===== src/rtl/ahb_dmem_pkg.sv =====
// Shared definitions for the AHB data-memory slave: rwtyp (funct3) encodings,
// FSM states, wait-counter width, captured request record and legality check.
package ahb_dmem_pkg;

    localparam int WAIT_CNT_W = 3;

    // Load encodings (funct3 of the RISC-V load instructions)
    localparam logic [2:0] RW_LB  = 3'b000;
    localparam logic [2:0] RW_LH  = 3'b001;
    localparam logic [2:0] RW_LW  = 3'b010;
    localparam logic [2:0] RW_LBU = 3'b100;
    localparam logic [2:0] RW_LHU = 3'b101;

    // Store encodings (funct3 of the RISC-V store instructions)
    localparam logic [2:0] RW_SB  = 3'b000;
    localparam logic [2:0] RW_SH  = 3'b001;
    localparam logic [2:0] RW_SW  = 3'b010;

    typedef enum logic [1:0] {
        ST_IDLE = 2'd0,
        ST_WAIT = 2'd1,
        ST_MEM  = 2'd2,
        ST_RSP  = 2'd3
    } state_e;

    // Bus fields captured in the start cycle
    typedef struct packed {
        logic [2:0]  rwtyp;
        logic [1:0]  off;
        logic        wr;
        logic [31:0] wdata;
    } req_t;

    // True for misaligned halfword/word accesses and undefined rwtyp codes
    function automatic logic xfer_illegal(input logic [2:0] rwtyp,
                                          input logic [1:0] off,
                                          input logic       wr);
        logic bad;
        case (rwtyp)
            RW_LB:   bad = 1'b0;
            RW_LH:   bad = off[0];
            RW_LW:   bad = (off != 2'b00);
            RW_LBU:  bad = wr;
            RW_LHU:  bad = wr | off[0];
            default: bad = 1'b1;
        endcase
        return bad;
    endfunction

endpackage


===== src/rtl/ahb_dmem_align.sv =====
// Byte-lane logic for the data-memory slave: store strobes and lane
// replication, load lane extraction with sign/zero extension. Purely
// combinational; misaligned offsets are truncated and unknown codes act as word.
module ahb_dmem_align
    import ahb_dmem_pkg::*;
(
    input  logic [2:0]  rwtyp,
    input  logic [1:0]  off,
    input  logic [31:0] wdata,
    input  logic [31:0] rdata,
    output logic [3:0]  wstrb,
    output logic [31:0] wlane,
    output logic [31:0] rdata_ext
);

    logic [7:0]  rd_byte;
    logic [15:0] rd_half;

    // Store side: strobe from size/offset, data replicated across all lanes
    always_comb begin
        // NOTE: every output gets a default first so no path leaves it unassigned (no latch).
        wstrb = 4'b1111;
        wlane = wdata;
        case (rwtyp)
            RW_SB: begin
                wstrb = 4'b0001 << off;
                wlane = {4{wdata[7:0]}};
            end
            RW_SH: begin
                wstrb = 4'b0011 << {off[1], 1'b0};
                wlane = {2{wdata[15:0]}};
            end
            default: ;
        endcase
    end

    // Load side: pick the addressed lane, then extend to 32 bits
    always_comb begin
        case (off)
            2'd0:    rd_byte = rdata[7:0];
            2'd1:    rd_byte = rdata[15:8];
            2'd2:    rd_byte = rdata[23:16];
            default: rd_byte = rdata[31:24];
        endcase
        rd_half = off[1] ? rdata[31:16] : rdata[15:0];
        case (rwtyp)
            RW_LB:   rdata_ext = {{24{rd_byte[7]}}, rd_byte};
            RW_LBU:  rdata_ext = {24'h0, rd_byte};
            RW_LH:   rdata_ext = {{16{rd_half[15]}}, rd_half};
            RW_LHU:  rdata_ext = {16'h0, rd_half};
            default: rdata_ext = rdata;
        endcase
    end

endmodule


===== src/rtl/ahb_dmem_slave.sv =====
// AHB-style data-memory slave bridging a simple master handshake to a
// synchronous single-port SRAM. FSM: IDLE -> WAIT (WAIT_CYC cycles) -> MEM -> RSP.
// Optional macro AHB_DMEM_ALIGN_CHK_EN: illegal transfers answer with an error
// response in one cycle without touching the SRAM.
module ahb_dmem_slave
    import ahb_dmem_pkg::*;
#(
    parameter int ADDR_W   = 12,
    parameter int WAIT_CYC = 1
) (
    input  logic              clk,
    input  logic              rstn,
    input  logic [31:0]       haddr_m2s,
    input  logic              haddr_ctrl_m2s,
    input  logic              hwrite_m2s,
    input  logic [31:0]       hwdata_m2s,
    output logic [31:0]       hdata_s2m,
    output logic              hready_s2m,
    output logic              hresp_s2m,
    output logic              mem_en,
    output logic [3:0]        mem_wen,
    output logic [ADDR_W-1:0] mem_addr,
    output logic [31:0]       mem_wdata,
    input  logic [31:0]       mem_rdata
);

    state_e                state_q, state_d;
    logic                  ctrl_q;
    logic [WAIT_CNT_W-1:0] cnt_q, cnt_d;
    req_t                  req_q, req_d, live_req, cur_req;
    logic [ADDR_W-1:0]     widx_q, widx_d, cur_widx;
    logic                  hready_q, hready_d;
    logic                  hresp_q, hresp_d;
    logic                  mem_en_q, mem_en_d;
    logic [3:0]            mem_wen_q, mem_wen_d;
    logic [ADDR_W-1:0]     mem_addr_q, mem_addr_d;
    logic [31:0]           mem_wdata_q, mem_wdata_d;
    logic                  start, err_start;
    logic [3:0]            lane_wstrb;
    logic [31:0]           lane_wdata, lane_rdata;
    logic                  unused_haddr;

    assign live_req = '{rwtyp: haddr_m2s[29:27], off: haddr_m2s[1:0],
                        wr: hwrite_m2s, wdata: hwdata_m2s};
    assign unused_haddr = ^{haddr_m2s[31:30], haddr_m2s[26:ADDR_W+2]};

    // Rising edge of the address-phase valid, honoured only while idle
    assign start = haddr_ctrl_m2s & ~ctrl_q & (state_q == ST_IDLE);

    // Live bus fields in the start cycle, captured copies for the rest of the transfer
    always_comb begin
        cur_req  = req_q;
        cur_widx = widx_q;
        if (state_q == ST_IDLE) begin
            cur_req  = live_req;
            cur_widx = haddr_m2s[ADDR_W+1:2];
        end
    end

`ifdef AHB_DMEM_ALIGN_CHK_EN
    assign err_start = start & xfer_illegal(cur_req.rwtyp, cur_req.off, cur_req.wr);
`else
    assign err_start = 1'b0;
`endif

    ahb_dmem_align u_align (
        .rwtyp     (cur_req.rwtyp),
        .off       (cur_req.off),
        .wdata     (cur_req.wdata),
        .rdata     (mem_rdata),
        .wstrb     (lane_wstrb),
        .wlane     (lane_wdata),
        .rdata_ext (lane_rdata)
    );

    // Next-state, wait counter, request capture and registered-output values
    always_comb begin
        state_d = state_q;
        cnt_d   = cnt_q;
        req_d   = req_q;
        widx_d  = widx_q;
        case (state_q)
            ST_IDLE: begin
                if (start) begin
                    req_d  = live_req;
                    widx_d = haddr_m2s[ADDR_W+1:2];
                    if (err_start) begin
                        state_d = ST_RSP;
                    end else if (WAIT_CYC == 0) begin
                        state_d = ST_MEM;
                    end else begin
                        state_d = ST_WAIT;
                        cnt_d   = WAIT_CNT_W'(WAIT_CYC - 1);
                    end
                end
            end
            ST_WAIT: begin
                if (cnt_q == '0) state_d = ST_MEM;
                else             cnt_d   = cnt_q - 1'b1;
            end
            ST_MEM:  state_d = ST_RSP;
            ST_RSP:  state_d = ST_IDLE;
            default: state_d = ST_IDLE;
        endcase

        mem_en_d    = (state_d == ST_MEM);
        mem_wen_d   = (mem_en_d && cur_req.wr) ? lane_wstrb : 4'b0000;
        mem_wdata_d = (mem_en_d && cur_req.wr) ? lane_wdata : 32'h0;
        mem_addr_d  = mem_en_d ? cur_widx : mem_addr_q;
        hready_d    = (state_d == ST_RSP);
        hresp_d     = err_start;
    end

    // State and output registers, all cleared immediately by reset
    always_ff @(posedge clk or negedge rstn) begin
        if (!rstn) begin
            state_q     <= ST_IDLE;
            ctrl_q      <= 1'b0;
            cnt_q       <= '0;
            req_q       <= '0;
            widx_q      <= '0;
            hready_q    <= 1'b0;
            hresp_q     <= 1'b0;
            mem_en_q    <= 1'b0;
            mem_wen_q   <= 4'b0000;
            mem_addr_q  <= '0;
            mem_wdata_q <= 32'h0;
        end else begin
            // NOTE: non-blocking assignments so every flop samples pre-edge values.
            state_q     <= state_d;
            ctrl_q      <= haddr_ctrl_m2s;
            cnt_q       <= cnt_d;
            req_q       <= req_d;
            widx_q      <= widx_d;
            hready_q    <= hready_d;
            hresp_q     <= hresp_d;
            mem_en_q    <= mem_en_d;
            mem_wen_q   <= mem_wen_d;
            mem_addr_q  <= mem_addr_d;
            mem_wdata_q <= mem_wdata_d;
        end
    end

    assign hready_s2m = hready_q;
    assign hresp_s2m  = hresp_q;
    assign mem_en     = mem_en_q;
    assign mem_wen    = mem_wen_q;
    assign mem_addr   = mem_addr_q;
    assign mem_wdata  = mem_wdata_q;
    // SRAM data arrives in the RSP cycle, so the load result is steered combinationally
    assign hdata_s2m  = (state_q == ST_RSP && !req_q.wr && !hresp_q) ? lane_rdata : 32'h0;

endmodule

===== config.mk =====
export PLATFORM = sky130hd
export DESIGN_NAME = ahb_dmem_slave
export DESIGN_NICKNAME = d
export VERILOG_FILES = /design/src/rtl/ahb_dmem_pkg.sv /design/src/rtl/ahb_dmem_align.sv /design/src/rtl/ahb_dmem_slave.sv
export SDC_FILE = /design/constraint.sdc
export NUM_CORES = 1
export LEC_CHECK = 0
export BUFFER_PORTS_ARGS = -buffer_cell sky130_fd_sc_hd__buf_2
export CAP_MARGIN = 25
export CORE_UTILIZATION = 56
export DETAILED_ROUTE_END_ITERATION = 16
export PLACE_DENSITY_LB_ADDON = 0.2
export SLEW_MARGIN = 5
export SYNTH_ARGS = -nofsm -noshare
export SYNTH_HDL_FRONTEND = slang
export SYNTH_SLANG_ARGS = --single-unit

===== constraint.sdc =====
create_clock -name clk -period 4.45 [get_ports clk]
set_clock_uncertainty 0.15 [all_clocks]
set_input_delay 0.445 -clock clk [delete_from_list [all_inputs] [get_ports clk]]
set_output_delay 0.445 -clock clk [all_outputs]
set_load 0.02 [all_outputs]

==> reports/metrics.cfg <==
[run_status]
status = finished clean

[layout]
syn_to_final_growth_pct = 19.8
nets = 823
layout-drive-gt1-share = 0.417
design_area_mm2 = 0.00691

[yosys]
ys_top_cells_by_count = nand2_1, dfrtp_1, mux2_2, o21ai_0, nor2_1
synth_top_cell_by_area = dfrtp_1
synth_area_mm2 = 0.00577
synth_top_area_frac = 0.460
yosys.cell_types.count = 54
avgSynthCellArea_um2 = 10.0
synth_ff_type = dfrtp_1
synth_enable_flop_cells = 0
ys_seq_area_frac = 0.460
yosysWarnings = 0
syn_nets = 677
synth_area_leaders = dfrtp_1, mux2_2, nand2_1
syn_inst = 575
ys_seq_elements = 106
async_flop_share = 1.00
synthMostInstantiatedCell = nand2_1

[clocking]
cts_sinks = 106
clockBufferDepth = 2
post_cts_buffers = 0
path_clk_slew_ns = 0.09
cts-htree-levels = 3
clock_latency_ns = 0.36
cts_buffers = 9
hold_buffers = 0
cts_tree = done
cts_resized = 0
root_buffer = clkbuf_8

[power_and_ir_drop]
p_switching_mw = 2.23
comb_power_share = 0.544
power.share.sequential = 0.339
p_leak_nw = 3.46
intPower_mw = 2.61
clkPwrFrac = 0.118
irDropWorstVdd_mv = 0.434
power.share.switching = 0.461
power_mw = 4.84
power.density_mw_per_mm2 = 701

[grt]
antenna_found_initial = 1
grt.total_usage = 0.267
grt_max_degree = 83
grt_pass1_wl_um = 22000
overflow = 0
grt_pass1_vias = 4502

[detailed_routing]
first_pass_iters = 6
routedWlPerCell_um = 16.4
drcViolationCount = 0
drt-initial-drc-count = 234
routed_via_density = 5.76
drt-total-wl_um = 14100
detail-route-antenna-nets = 0
vias = 4956

[setup_path]
critPathCaptureType = output port
cp.arrival_ns = 3.24
worstPathRequired_ns = 3.86
r2r-start = state_q[0]
criticalPathCategory = flop to output port
critPathMaxFanout = 24
worstSetupStartpointType = flop
critPathLaunch = state_q[0]

[placement]
portBuffers = 166
gp_congestion = 0.828
placed_area_mm2 = 0.00664
dpl.hpwl_um = 9990

[timing]
final-setup-viol-count = 0
maxSlewHeadroom = 0.478
slew_viol_final = 0
fmax_mhz = 261
hold_viol = 0
period_share = 0.862
period_minus_slack_ns = 3.83
worstMarginPinSlew_ns = 0.782
grt_setup_unrepaired = no
tns_ns = 0

[floorplan]
pin_count = 183
coreArea_mm2 = 0.00986
die_h_um = 103
initial_utilization = 0.585
die_width_um = 103
dieArea_mm2 = 0.0107
num_rows = 36

[worst_hold_path]
min_path_type = input pin to flop
worstHoldStart = haddr_ctrl_m2s

[job]
max-cap-violations = 0

worst max-delay path, cell delays in order (launching register included):
cell and delay (ns):
dfrtp_1 0.57, nor2_4 0.62, mux2i_2 0.72, o311ai_2 0.42, a22oi_1 0.30, o21ai_2 0.07
buf_2 0.18
path summary, 6_finish.rpt:
| check | end | slack, ns | depth (start not counted) |
|---|---|---|---|
| max in group asynchronous | mem_wdata[16] | 2.87 | 4 |
| min | ctrl_q | 0.07 | 1 |
| max reg2reg | mem_wen[1] | 1.58 | 5 |
| max | hdata_s2m[12] | 0.62 | 6 |
| min reg2reg | mem_addr[2] | 0.36 | 1 |
| min in group asynchronous | mem_wdata[18] | 0.30 | 2 |
kinds of logic after synthesis:
| kind of cell | Yosys count | share of synthesized area |
|---|---|---|
| fa+ha+maj | 2 | 0.00434 |
| compound gates | 137 | 0.170 |
| simple gates | 174 | 0.134 |
| flops | 106 | 0.460 |
| buf+inv | 63 | 0.0519 |
| mux | 92 | 0.179 |
| other cells | 1 | 0.000650 |
cell usage in the layout (no fill, tap or decap), types with 2 or more instances in the layout:
cell / count
a311oi_1: 24
a21o_1: 8
a21oi_1: 12
and3_1: 8
ha_1: 2
nor3_1: 3
mux2i_1: 18
nor2b_1: 2
a221oi_1: 7
a22oi_1: 8
a31oi_1: 11
nor2_1: 25
nor2_4: 2
o21ai_1: 2
or2_2: 4
nand2b_1: 2
dfrtp_1: 106
o21ai_0: 38
clkinvlp_4: 2
buf_2: 165
buf_16: 2
nand2_1: 113
inv_1: 20
clkbuf_8: 10
mux2i_2: 2
mux2_2: 70
buf_4: 9
inv_6: 2
inv_8: 2
o21ai_2: 18
power by group through the flow:
stage / Clock [mW] / Combinational (mW) / Sequential, mW
6_report: 0.570 / 2.63 / 1.64
3_3_place_gp: 0 / 2.51 / 1.62
3_5_place_dp: 0 / 2.60 / 1.66
2_1_floorplan: 0 / 1.79 / 1.75
5_1_grt: 0.615 / 2.88 / 1.70
4_1_cts: 0.581 / 2.60 / 1.64
registers in the layout, indices dropped and copies added, names as in the netlist:
name,flops
cnt_q,3
ctrl_q,1
hready_s2m,1
mem_addr,12
mem_en,1
mem_wdata,32
mem_wen,4
req_q,38
state_q,2
widx_q,12
stage by stage:
stage	worst slack [ns]	utilization	hold WS, ns	instances
after global placement	1.06	0.673	0.333	839
after floorplan	1.79	-	-0.000591	575
after global routing	0.425	0.700	0.0536	860
after CTS	0.611	0.693	0.0539	855
final	0.616	0.700	0.0695	860
after detailed placement	1.00	0.673	0.341	839
area by class of cell:
type	instances	area (µm²)
fillers	772	2960
multi-input cells	406	2840
flip-flops and latches	106	2650
repair buffers	178	978
well taps	133	166
clock buffers	10	138
inverters	20	75.1
clock inverters	6	55.1
diodes	1	2.50
per-layer routing:
metal	global-route usage	wire length, µm	up-vias
li1	-	-	2328
met1	0.369	6110	2357
met2	0.423	6690	250
met3	0.0538	1140	21
met4	0.0888	208	0
met5	0	0	-
(Power assumes the default switching activity.)
